`src/rtl/ddr3_app_master.sv`:
```
// ddr3_app_master: single-beat request port to DDR3 UI app_* handshakes.
// Reads are counted and their data returned in order on rsp_*.
module ddr3_app_master #(
  parameter int ADDR_WIDTH         = 28,
  parameter int DATA_WIDTH         = 128,
  parameter int MASK_WIDTH         = DATA_WIDTH / 8,
  parameter int MAX_RD_OUTSTANDING = 8
) (
  input  logic                  ui_clk,
  input  logic                  sys_rst,
  input  logic                  init_calib_complete,
  input  logic                  req_valid,
  output logic                  req_ready,
  input  logic                  req_we,
  input  logic [ADDR_WIDTH-1:0] req_addr,
  input  logic [DATA_WIDTH-1:0] req_wdata,
  input  logic [MASK_WIDTH-1:0] req_wmask,
  output logic                  rsp_valid,
  output logic [DATA_WIDTH-1:0] rsp_rdata,
  output logic                  wr_done,
  output logic                  err_unexpected_rd,
  output logic [ADDR_WIDTH-1:0] app_addr,
  output logic [2:0]            app_cmd,
  output logic                  app_en,
  input  logic                  app_rdy,
  output logic [DATA_WIDTH-1:0] app_wdf_data,
  output logic [MASK_WIDTH-1:0] app_wdf_mask,
  output logic                  app_wdf_wren,
  output logic                  app_wdf_end,
  input  logic                  app_wdf_rdy,
  input  logic [DATA_WIDTH-1:0] app_rd_data,
  input  logic                  app_rd_data_valid,
  input  logic                  app_rd_data_end,
  output logic                  app_sr_req,
  output logic                  app_ref_req,
  output logic                  app_zq_req
);

  localparam int CW = $clog2(MAX_RD_OUTSTANDING + 1);
  localparam logic [CW-1:0] MAX_CNT = CW'(MAX_RD_OUTSTANDING);
  localparam logic [2:0] CMD_WR = 3'b000;
  localparam logic [2:0] CMD_RD = 3'b001;

  typedef enum logic [2:0] {
    S_WAIT_CAL,
    S_IDLE,
    S_WR,
    S_RD,
    S_DONE
  } state_t;

  state_t state;
  state_t state_nx;

  logic [CW-1:0] rd_cnt;
  logic          cmd_done;
  logic          data_done;
  logic          is_wr;
  logic          accept;
  logic          cmd_hs;
  logic          wdf_hs;
  logic          rd_inc;
  logic          rd_dec;
  logic          rd_end_unused;

  assign rd_end_unused = app_rd_data_end;

  assign accept = req_valid & req_ready;
  assign cmd_hs = app_en & app_rdy;
  assign wdf_hs = app_wdf_wren & app_wdf_rdy;
  assign rd_inc = (state == S_RD) & cmd_hs;
  assign rd_dec = app_rd_data_valid & (rd_cnt != '0);

  always_ff @(posedge ui_clk) begin
    if (!sys_rst) begin
      state <= S_WAIT_CAL;
    end else begin
      state <= state_nx;
    end
  end

  always_comb begin
    state_nx = state;
    unique case (state)
      S_WAIT_CAL: begin
        if (init_calib_complete) state_nx = S_IDLE;
      end
      S_IDLE: begin
        if (!init_calib_complete) begin
          state_nx = S_WAIT_CAL;
        end else if (accept) begin
          state_nx = req_we ? S_WR : S_RD;
        end
      end
      S_WR: begin
        // Command and data channels finish independently.
        if ((cmd_done | cmd_hs) & (data_done | wdf_hs))
          state_nx = S_DONE;
      end
      S_RD: begin
        if (cmd_hs) state_nx = S_DONE;
      end
      S_DONE: begin
        state_nx = init_calib_complete ? S_IDLE : S_WAIT_CAL;
      end
      default: state_nx = S_WAIT_CAL;
    endcase
  end

  always_comb begin
    req_ready    = 1'b0;
    app_en       = 1'b0;
    app_wdf_wren = 1'b0;
    wr_done      = 1'b0;
    unique case (state)
      S_IDLE: begin
        req_ready = init_calib_complete & (rd_cnt < MAX_CNT);
      end
      S_WR: begin
        app_en       = ~cmd_done;
        app_wdf_wren = ~data_done;
      end
      S_RD: begin
        app_en = 1'b1;
      end
      S_DONE: begin
        wr_done = is_wr;
      end
      default: begin
        req_ready = 1'b0;
      end
    endcase
  end

  assign app_wdf_end = app_wdf_wren;

  always_ff @(posedge ui_clk) begin
    if (!sys_rst) begin
      app_addr     <= '0;
      app_cmd      <= CMD_WR;
      app_wdf_data <= '0;
      app_wdf_mask <= '0;
      is_wr        <= 1'b0;
      cmd_done     <= 1'b0;
      data_done    <= 1'b0;
    end else if (accept) begin
      app_addr  <= req_addr;
      app_cmd   <= req_we ? CMD_WR : CMD_RD;
      is_wr     <= req_we;
      cmd_done  <= 1'b0;
      data_done <= 1'b0;
      if (req_we) begin
        app_wdf_data <= req_wdata;
        app_wdf_mask <= req_wmask;
      end
    end else begin
      if (cmd_hs) cmd_done <= 1'b1;
      if (wdf_hs) data_done <= 1'b1;
    end
  end

  always_ff @(posedge ui_clk) begin
    if (!sys_rst) begin
      rd_cnt            <= '0;
      rsp_valid         <= 1'b0;
      rsp_rdata         <= '0;
      err_unexpected_rd <= 1'b0;
    end else begin
      rsp_valid <= app_rd_data_valid;
      if (app_rd_data_valid) rsp_rdata <= app_rd_data;
      // Stray data is still forwarded; the count saturates at zero.
      if (app_rd_data_valid & (rd_cnt == '0))
        err_unexpected_rd <= 1'b1;
      if (rd_inc & ~rd_dec) begin
        rd_cnt <= rd_cnt + CW'(1);
      end else if (rd_dec & ~rd_inc) begin
        rd_cnt <= rd_cnt - CW'(1);
      end
    end
  end

  assign app_sr_req  = 1'b0;
  assign app_ref_req = 1'b0;
  assign app_zq_req  = 1'b0;

endmodule
```
`config.mk`:
```
export PLATFORM = sky130hd
export DESIGN_NAME = ddr3_app_master
export DESIGN_NICKNAME = d
export VERILOG_FILES = /design/src/rtl/ddr3_app_master.sv
export SDC_FILE = /design/constraint.sdc
export NUM_CORES = 1
export LEC_CHECK = 0
export ABC_AREA = 1
export BUFFER_PORTS_ARGS = -buffer_cell sky130_fd_sc_hd__buf_2
export CAP_MARGIN = 20
export CELL_PAD_IN_SITES_DETAIL_PLACEMENT = 2
export CELL_PAD_IN_SITES_GLOBAL_PLACEMENT = 2
export CORE_AREA = 4 4 238 240
export DETAILED_ROUTE_END_ITERATION = 6
export DIE_AREA = 0 0 242 244
export MAX_ROUTING_LAYER = met4
export PLACE_DENSITY_LB_ADDON = 0.1
export SYNTH_ARGS = -nofsm -noshare
export SYNTH_HDL_FRONTEND = slang
export SYNTH_SLANG_ARGS = --single-unit
export TNS_END_PERCENT = 1
```
`constraint.sdc`:
```
create_clock -name ui_clk -period 3.1 [get_ports ui_clk]
set_input_delay 0.155 -clock ui_clk [delete_from_list [all_inputs] [get_ports ui_clk]]
set_output_delay 0.155 -clock ui_clk [all_outputs]
set_load 0.1 [all_outputs]
```
# [Word level (Yosys, flattened, before mapping)]
# Cells that the tools add are included.
[classes] n_addsub=2 magnitude_cmp=1 n_eq_ne=8 muxes=15 n_bitwise=17 n_reduce_logical=7
[op_table] operator="two-way mux 3 bit" n=5
[op_table] operator="one-hot mux 3 bit (5 select lines)" n=1
[op_table] operator="bitwise AND 1 bit" n=10
[op_table] operator="two-way mux 4 bit" n=2
[op_table] operator="equality test 3 x 2 -> 1 bit (second input constant)" n=2
[op_table] operator="two-way mux 1 bit" n=6
[op_table] operator="inequality test 2 bit (second input constant)" n=3
[op_table] operator="NOT 1 bit" n=5
[op_table] operator="adder 4 x 1 -> 4 bit (second input constant)" n=1
[op_table] operator="logical NOT 4 bit" n=1
[op_table] operator="less-than comparator 4 bit (second input constant)" n=1
[op_table] operator="AND reduction 4 bit" n=1
[op_table] operator="nonzero test 4 bit" n=1
[op_table] operator="subtractor 4 x 1 -> 4 bit (second input constant)" n=1
[op_table] operator="equality test 3 x 1 -> 1 bit (second input constant)" n=1
[op_table] operator="equality test 3 bit (second input constant)" n=1
[op_table] operator="logical NOT 3 bit" n=1
[op_table] operator="inequality test 3 bit (second input constant)" n=1
[op_table] operator="OR 1 bit" n=2
[op_table] operator="one-hot mux 1 bit (2 select lines)" n=1
[op_table] operator="AND reduction 2 bit" n=1
[op_table] operator="nonzero test 2 bit" n=1
[op_table] operator="OR reduction 2 bit" n=1
[totals] ff_bits=315 in_bits=309 output_inout_bits=313 elab_cells=62

# [Longest topological paths before layout]
# Gate-level depths: netlist of run 1.
[depth] depth_word=8 mapped_depth=12 mapped_depth_nobuf=12

# [Least setup slack after synthesis of run 1]
# No wires, ideal clock.
[synth_timing] kind="reg2out" startpoint="reg state[1]" endpoint="out app_wdf_wren" arrival_ps=3996 path_slack_ps=-1051 path_stages_with_launch=4 path_cell_list="dfxtp_1 -> inv_1 -> nor4_1 -> buf_4"
[synth_between] elab_chain_len=2
[synth_lines] item="start: declaration" line="52" rtl="state_t state;"
[synth_lines] item="start signal: assignment" line="78" rtl="state <= state_nx;"
[synth_lines] item="equality test 3 x 2 -> 1 bit" line="115" rtl="unique case (state)"
[synth_lines] item="two-way mux 1 bit" line="115"
[synth_lines] item="end: declaration" line="28" rtl="output logic app_wdf_wren,"
# No other way between the ends.

# [Worst setup path after layout of run 1]
[layout_timing] startpoint="reg state[1]" endpoint="reg app_wdf_data[2]"
[layout_between] elab_chain_len=4
[layout_lines] item="equality test 3 x 1 -> 1 bit" line="115"
[layout_lines] item="two-way mux 1 bit" line="115"
[layout_lines] item="bitwise AND 1 bit" line="68" rtl="assign accept = req_valid & req_ready;"
[layout_lines] item="AND reduction 2 bit (no line)"
[layout_lines] item="end signal: assignment" line="153" rtl="app_wdf_data <= req_wdata;"
[layout_lines] item="end: declaration" line="26" rtl="output logic [DATA_WIDTH-1:0] app_wdf_data,"
# No other way between the ends.
# A chain may end at the register's enable or synchronous reset.

==> results of run 1 <==
## routing by layer
metal | track usage | share of wire | vias to the layer above
li1 | - | - | 6243
met4 | 0.0640 | 0.034 | 0
met5 | - | 0 | -
met3 | 0.0648 | 0.073 | 101
met1 | 0.204 | 0.39 | 6192
met2 | 0.334 | 0.50 | 399
## state kept, by name (all words and copies together) (netlist names)
name and flops:
app_wdf_data 128, rsp_rdata 128, app_addr 28, app_wdf_mask 16, rd_cnt 4, state 3, app_cmd 1, cmd_done 1
data_done 1, err_unexpected_rd 1, is_wr 1, rsp_valid 1
## power by group
group	leakage (µW)	switching, µW	total (µW)	internal [µW]
sequential	0.00256	148	4410	4260
combinational	0.00637	2300	3060	762
clock	0.000685	1870	4810	2940
total	0.00962	4320	12300	7960
## worst reg2reg max path: cells and delay by family, from the launching register on
family / cells / cell delay [ns]
and+or+nand+nor: 6 / 1.16
buffers and inverters: 2 / 0.76
DFF: 1 / 0.45
AOI/OAI and AO/OA: 1 / 0.11
## layout make-up
type	count	area, µm²	share of cell area
clock inverters	11	83.8	0.00432
diodes	9	22.5	0.00116
inverters	163	616	0.0317
repair buffers	932	6290	0.324
well taps	704	881	0.0454
multi-input cells	826	3960	0.204
clock buffers	64	1290	0.0663
flip-flops and latches	313	6270	0.323
## metrics by stage
step / utilization / area [µm²] / hold WS [ns] / TNS, ns / power (µW)
2_1_floorplan: - / 11300 / 0.245 / -0.392 / 6560
3_3_place_gp: 0.274 / 15000 / 0.377 / 0 / 7190
3_5_place_dp: 0.274 / 15000 / 0.385 / 0 / 7240
4_1_cts: 0.354 / 19400 / 0.000837 / 0 / 12500
5_1_grt: 0.355 / 19400 / 0.0536 / 0 / 12900
6_report: 0.355 / 19400 / 0.0505 / 0 / 12300
## path summary, 6_finish.rpt
kind | endpoint | cells after the start | startpoint
worst min-delay path | cmd_done$_SDFFE_PP0P_ | 5 | app_rdy
worst max-delay path | app_wdf_data[2]$_SDFFE_PN0P_ | 9 | state[1]$_SDFFE_PN0P_
worst min register to register | app_addr[27]$_SDFFE_PN0P_ | 2 | app_addr[27]$_SDFFE_PN0P_
worst max register to register | app_wdf_data[2]$_SDFFE_PN0P_ | 9 | state[1]$_SDFFE_PN0P_
## cells in the final DEF, fill, tap and decap left out, types with 11 or more instances in the layout
cell type	instances
sky130_fd_sc_hd__buf_2	613
sky130_fd_sc_hd__dfxtp_1	313
sky130_fd_sc_hd__o21ai_1	61
sky130_fd_sc_hd__inv_1	160
sky130_fd_sc_hd__o21ai_0	180
sky130_fd_sc_hd__o21ai_2	40
sky130_fd_sc_hd__nand3_1	147
sky130_fd_sc_hd__buf_4	11
sky130_fd_sc_hd__a21oi_1	35
sky130_fd_sc_hd__clkbuf_16	45
sky130_fd_sc_hd__nor2_1	266
sky130_fd_sc_hd__dlygate4sd3_1	302
sky130_fd_sc_hd__nand2_1	69
## logic make-up (layout without fill, tap and decap cells)
group                      Yosys count  count (layout)  synth area share
AOI/OAI and AO/OA                  318             318             0.155
xor gates and xnor gates             3               3           0.00232
adders and majority gates            4               4           0.00509
buffers and inverters              267            1170            0.0979
DFF                                313             313             0.554
other                                1              14          0.000332
and+or+nand+nor                    496             496             0.186
==> results.toml, run 1 <==
[placed_design]
placement.io_buffers = 615
globalplace.congestion = 0.766
place_ws_ns = 0.516
dpl.hpwl_um = 38900
placedCellCount = 2635

[sta]
final_min_period_over_clock_period = 0.826
slew_hr = 0.432
worst_slack_ns = 0.538
rsz_0062_raised_after_global_routing = "no"
worstMarginPinSlew_ns = 0.852
clock_skew_ns = 0.0122
report.final.setup_viol = 0
finalHoldViolations = 0
final_max_slew_viol_count = 0
max_clock_freq_mhz = 390
min_period_ns = 2.56

[critical_path]
worstSetupPathType = "flip-flop to flip-flop"
cp_num_buf_inv = 2
timing.critical_path.slowest_cell_delay_ns = 0.55
worst-endpoint-arrival_ns = 3.02
setup_crit_start_kind = "flip-flop"
critPathMaxFanout = 70
critical-path-top-delay-family = "simple AND/OR/NAND/NOR gates"
cp_cell_sequence = "nor2_1 > nand2_1 > nor2_4 > nand2_2 > clkinv_2 > nand2_4 > buf_12 > nand3_1 > o21ai_0"
r2r_slack_ns = 0.54
setup.worst_path.end_class = "flip-flop"
critical_path_required_ns = 3.56
slowest_stage = "sky130_fd_sc_hd__nand2_4"

[clock_network]
cts-root-buf = "sky130_fd_sc_hd__clkbuf_16"
clk_pin_slew_ns = 0.05
clock_tree.buffer_depth = 3
clock_tree.htree_level_count = 2
number_of_clock_buffers_inserted_by_tritoncts = 42
clk-insertion-delay-late_ns = 0.55
clock_sinks = 313
hold_buffers = 302
tritoncts_clock_tree = "done"
postCtsResizedCells = 0
postCtsSetupBuffers = 0

[floorplan]
std_cell_rows = 86
dieArea_um2 = 59000
die_w_um = 242
die-height_um = 244
fp.coreArea_um2 = 54700
initial_core_util = 0.207
boundaryPins = 622

[pwr]
total_leakage_power_uw = 0.00962
ir_drop_mv = 0.298
power.density_cell_area_nw_per_um2 = 632

[global_route]
grt_antenna_before_repair = 9
global_route.usage.total = 0.191
grt_pass1_vias = 14600
first_pass_grt_wire_length_um = 87200
grt_max_degree = 106
grt_overflow = 0

[synth]
netlist_top_cells_count = "sky130_fd_sc_hd__dfxtp_1 (313), sky130_fd_sc_hd__nor2_1 (266), sky130_fd_sc_hd__o21ai_0 (180), sky130_fd_sc_hd__inv_1 (161), sky130_fd_sc_hd__nand3_1 (147)"
syn-cell-area_um2 = 11300
synth-edff-count = 0
seq_area_frac_synth = 0.554
synth_most_common_cell = "sky130_fd_sc_hd__dfxtp_1"
ys_async_sr_fraction = 0
yosys_most_used_dff = "sky130_fd_sc_hd__dfxtp_1"
synth_top_area_frac = 0.554
synth_cell_types = 31
synthesis.area_per_instance_um2 = 8.07
syn-instance-count = 1402
synth_warnings = 0
synth_top_cell_by_area = "sky130_fd_sc_hd__dfxtp_1"
synth.area.top_cells = "sky130_fd_sc_hd__dfxtp_1 (55%), sky130_fd_sc_hd__nor2_1 (8.8%), sky130_fd_sc_hd__o21ai_0 (8.0%)"
postSynthRegisterBits = 313

[routing]
totalWireLength_um = 56900
route.detailed.wl_per_inst_um = 18.8
tritonroute_pass_1_iters = 4
first_iter_violations = 353
via_count = 12900
ant_nets = 0
route.detailed.drc = 0
vias_per_cell = 4.28

[final_layout]
fill_cells = 6256
drive_gt1_frac = 0.323
finalNonFillerCells = 3022
layout-area-overhead-vs-synth_pct = 71.7
nNetsFinal = 2591

[job]
max_cap_violations = 0

[hold_path]
worst_hold_path_type = "primary input to flip-flop"

[status]
status = "finished, final reports clean"
Note: power is estimated with default switching activity, not from simulation.
==> run 2: changes to the inputs <==
- CORE_AREA: 4 4 238 240 -> not set
- CORE_MARGIN: not set -> 4
- CORE_UTILIZATION: not set -> 21
- DIE_AREA: 0 0 242 244 -> not set
- clock period: 3.1 -> 2.35 ns (I/O delays scaled with it)
==> run 2 against run 1 <==
Fmax up 22%. Critical path depth did not move. Worst hold slack better by 0.022 ns. Highest routed layer unchanged. Critical endpoint is now app_wdf_data[104]$_SDFFE_PN0P_. Setup slack worse by 0.29 ns.
==> results.toml, run 2 (same netlist as run 1, synthesis figures left out) <==
[clock_network]
cts-root-buf = "sky130_fd_sc_hd__clkbuf_16"
clock_tree.buffer_depth = 3
clk-insertion-delay-late_ns = 0.54
clock_sinks = 313
tritoncts_clock_tree = "done"
number_of_clock_buffers_inserted_by_tritoncts = 41
clock_tree.htree_level_count = 2
clk_pin_slew_ns = 0.06
postCtsSetupBuffers = 0

[pwr]
power.internal_uw = 10600
clkPwrFrac = 0.387
combinational_share_of_power = 0.256
total_leakage_power_uw = 0.00976
ir_drop_mv = 0.446
power.density_cell_area_nw_per_um2 = 828
switching_power_total_uw = 5740
power.switching_fraction = 0.352
sequentialPowerShare = 0.357

[critical_path]
slowest_stage = "sky130_fd_sc_hd__dlygate4sd3_1"
setup_crit_start_kind = "flip-flop"
cp_num_buf_inv = 2
critical_path_required_ns = 2.84
cp_cell_sequence = "nor2_1 > nand2_1 > nor2_4 > nand2_2 > clkinv_2 > nand2_4 > nand3_1 > o21ai_0 > dlygate4sd3_1"
r2r_slack_ns = 0.25
critical-path-top-delay-family = "simple AND/OR/NAND/NOR gates"
worstSetupStartpoint = "state[1]$_SDFFE_PN0P_"
worst-endpoint-arrival_ns = 2.59
setup.worst_path.end_class = "flip-flop"
worstSetupPathType = "flip-flop to flip-flop"
critPathMaxFanout = 23
rr_startpoint = "state[1]$_SDFFE_PN0P_"
timing.critical_path.slowest_cell_delay_ns = 0.56

[placed_design]
dpl.hpwl_um = 40400
globalplace.congestion = 0.759
dpl-instance-area_um2 = 15100
placement.io_buffers = 615

[final_layout]
layout_commonest_cell = "sky130_fd_sc_hd__buf_2"
layout.cells.most_common_list = "sky130_fd_sc_hd__buf_2 (613), sky130_fd_sc_hd__dlygate4sd3_1 (315), sky130_fd_sc_hd__dfxtp_1 (311)"
fin_area_um2 = 19700
layout-area-overhead-vs-synth_pct = 73.9
drive_gt1_frac = 0.327
top_regs = "app_wdf_data: 128 flops, rsp_rdata: 128 flops, app_addr: 28 flops"
nNetsFinal = 2616

[routing]
route.detailed.wl_per_inst_um = 19.3
totalWireLength_um = 58300
vias_per_cell = 4.31
via_count = 13100
first_iter_violations = 330
ant_nets = 0
tritonroute_pass_1_iters = 4
route.detailed.drc = 0

[sta]
finalHoldViolations = 0
max_clock_freq_mhz = 476
final_min_period_over_clock_period = 0.895
fin_tns_setup_ns = 0
worstMarginPinSlew_ns = 0.692
min_period_ns = 2.10
clock_skew_ns = 0.0117
rsz_0062_raised_after_global_routing = "no"
slew_hr = 0.539
final_max_slew_viol_count = 0
report.final.setup_viol = 0

[global_route]
grt_antenna_before_repair = 10
grt_overflow = 0
global_route.usage.total = 0.196
grt_max_degree = 119
first_pass_grt_wire_length_um = 85700
grt_pass1_vias = 14500

[floorplan]
std_cell_rows = 84
fp.coreArea_um2 = 53000
dieArea_um2 = 57600
die-height_um = 240
die_w_um = 240
initial_core_util = 0.214
boundaryPins = 622

[status]
status = "finished, final reports clean"

[job]
max_cap_violations = 0

[hold_path]
worst_hold_startpoint = "init_calib_complete"
worst_hold_path_type = "primary input to flip-flop"
[run 2: changes by cell type in the layout (fill, tap and decap cells not counted), moves of 2 or more]
cell                            change
sky130_fd_sc_hd__dlygate4sd3_1     +13
sky130_fd_sc_hd__dfxtp_2            +2
sky130_fd_sc_hd__dfxtp_1            -2
sky130_fd_sc_hd__clkbuf_1           -4
sky130_fd_sc_hd__clkinv_2           -3
sky130_fd_sc_hd__buf_12             +6
sky130_fd_sc_hd__nor4_1             -2
sky130_fd_sc_hd__clkbuf_16          -4
sky130_fd_sc_hd__clkbuf_8           +4
sky130_fd_sc_hd__buf_4              +7
[run 2: routing by layer]
| layer | track usage | up-vias | wire length [µm] | part of all wire |
|---|---|---|---|---|
| met5 | - | - | 0 | 0 |
| met4 | 0.0589 | 0 | 1790 | 0.031 |
| met3 | 0.0631 | 90 | 4240 | 0.073 |
| met2 | 0.351 | 385 | 29900 | 0.51 |
| met1 | 0.206 | 6282 | 22500 | 0.38 |
| li1 | - | 6295 | - | - |
[run 2: layout make-up]
class | instances | area [µm²]
Antenna cell | 10 | 25.0
Clock buffer | 61 | 1240
Clock inverter | 9 | 97.6
Fill cell | 5974 | 33300
Inverter | 163 | 616
Multi-Input combinational cell | 827 | 3990
Sequential cell | 313 | 6270
Tap cell | 688 | 861
Timing Repair Buffer | 957 | 6570
[run 2: path summary, 6_finish.rpt]
path                                                  endpoint  cells past startpoint
worst min register to register       app_addr[14]$_SDFFE_PN0P_                      2
worst max register to register  app_wdf_data[104]$_SDFFE_PN0P_                      9
worst min-delay path                     state[0]$_SDFFE_PN0P_                      5
worst max-delay path            app_wdf_data[104]$_SDFFE_PN0P_                      9
[run 2: power by group through the flow]
stage | registers, µW | logic (µW) | clock network [µW]
floorplan | 7790 | 859 | 0
global placement | 5880 | 3680 | 0
detailed placement | 5900 | 3720 | 0
CTS | 5800 | 4180 | 6510
global route | 5860 | 4420 | 6730
finish | 5820 | 4180 | 6300
[run 2: what timing repair did]
item / in CTS / in global routing
endpoints found under the hold margin: 303 / 0
hold buffers: 315 / 0
endpoints found under the setup margin: 0 / 3
resized for setup: 0 / 4
[run 2: worst min-delay path, cell delays in order]
cell,delay [ns]
sky130_fd_sc_hd__buf_2,0.09
sky130_fd_sc_hd__o21ai_0,0.07
sky130_fd_sc_hd__o21ai_0,0.09
sky130_fd_sc_hd__nand3_1,0.08
sky130_fd_sc_hd__a21oi_1,0.13
[run 2: per-stage QoR]
| stage | hold slack [ns] | util | setup slack, ns | instances | power (µW) |
|---|---|---|---|---|---|
| 2_1_floorplan | 0.208 | - | -0.451 | 1406 | 8650 |
| 3_3_place_gp | 0.340 | 0.286 | 0.175 | 2632 | 9560 |
| 3_5_place_dp | 0.348 | 0.286 | 0.141 | 2632 | 9620 |
| 4_1_cts | 0.0412 | 0.370 | 0.0454 | 3017 | 16500 |
| 5_1_grt | 0.128 | 0.371 | 0.00975 | 3028 | 17000 |
| 6_report | 0.0728 | 0.371 | 0.248 | 3028 | 16300 |
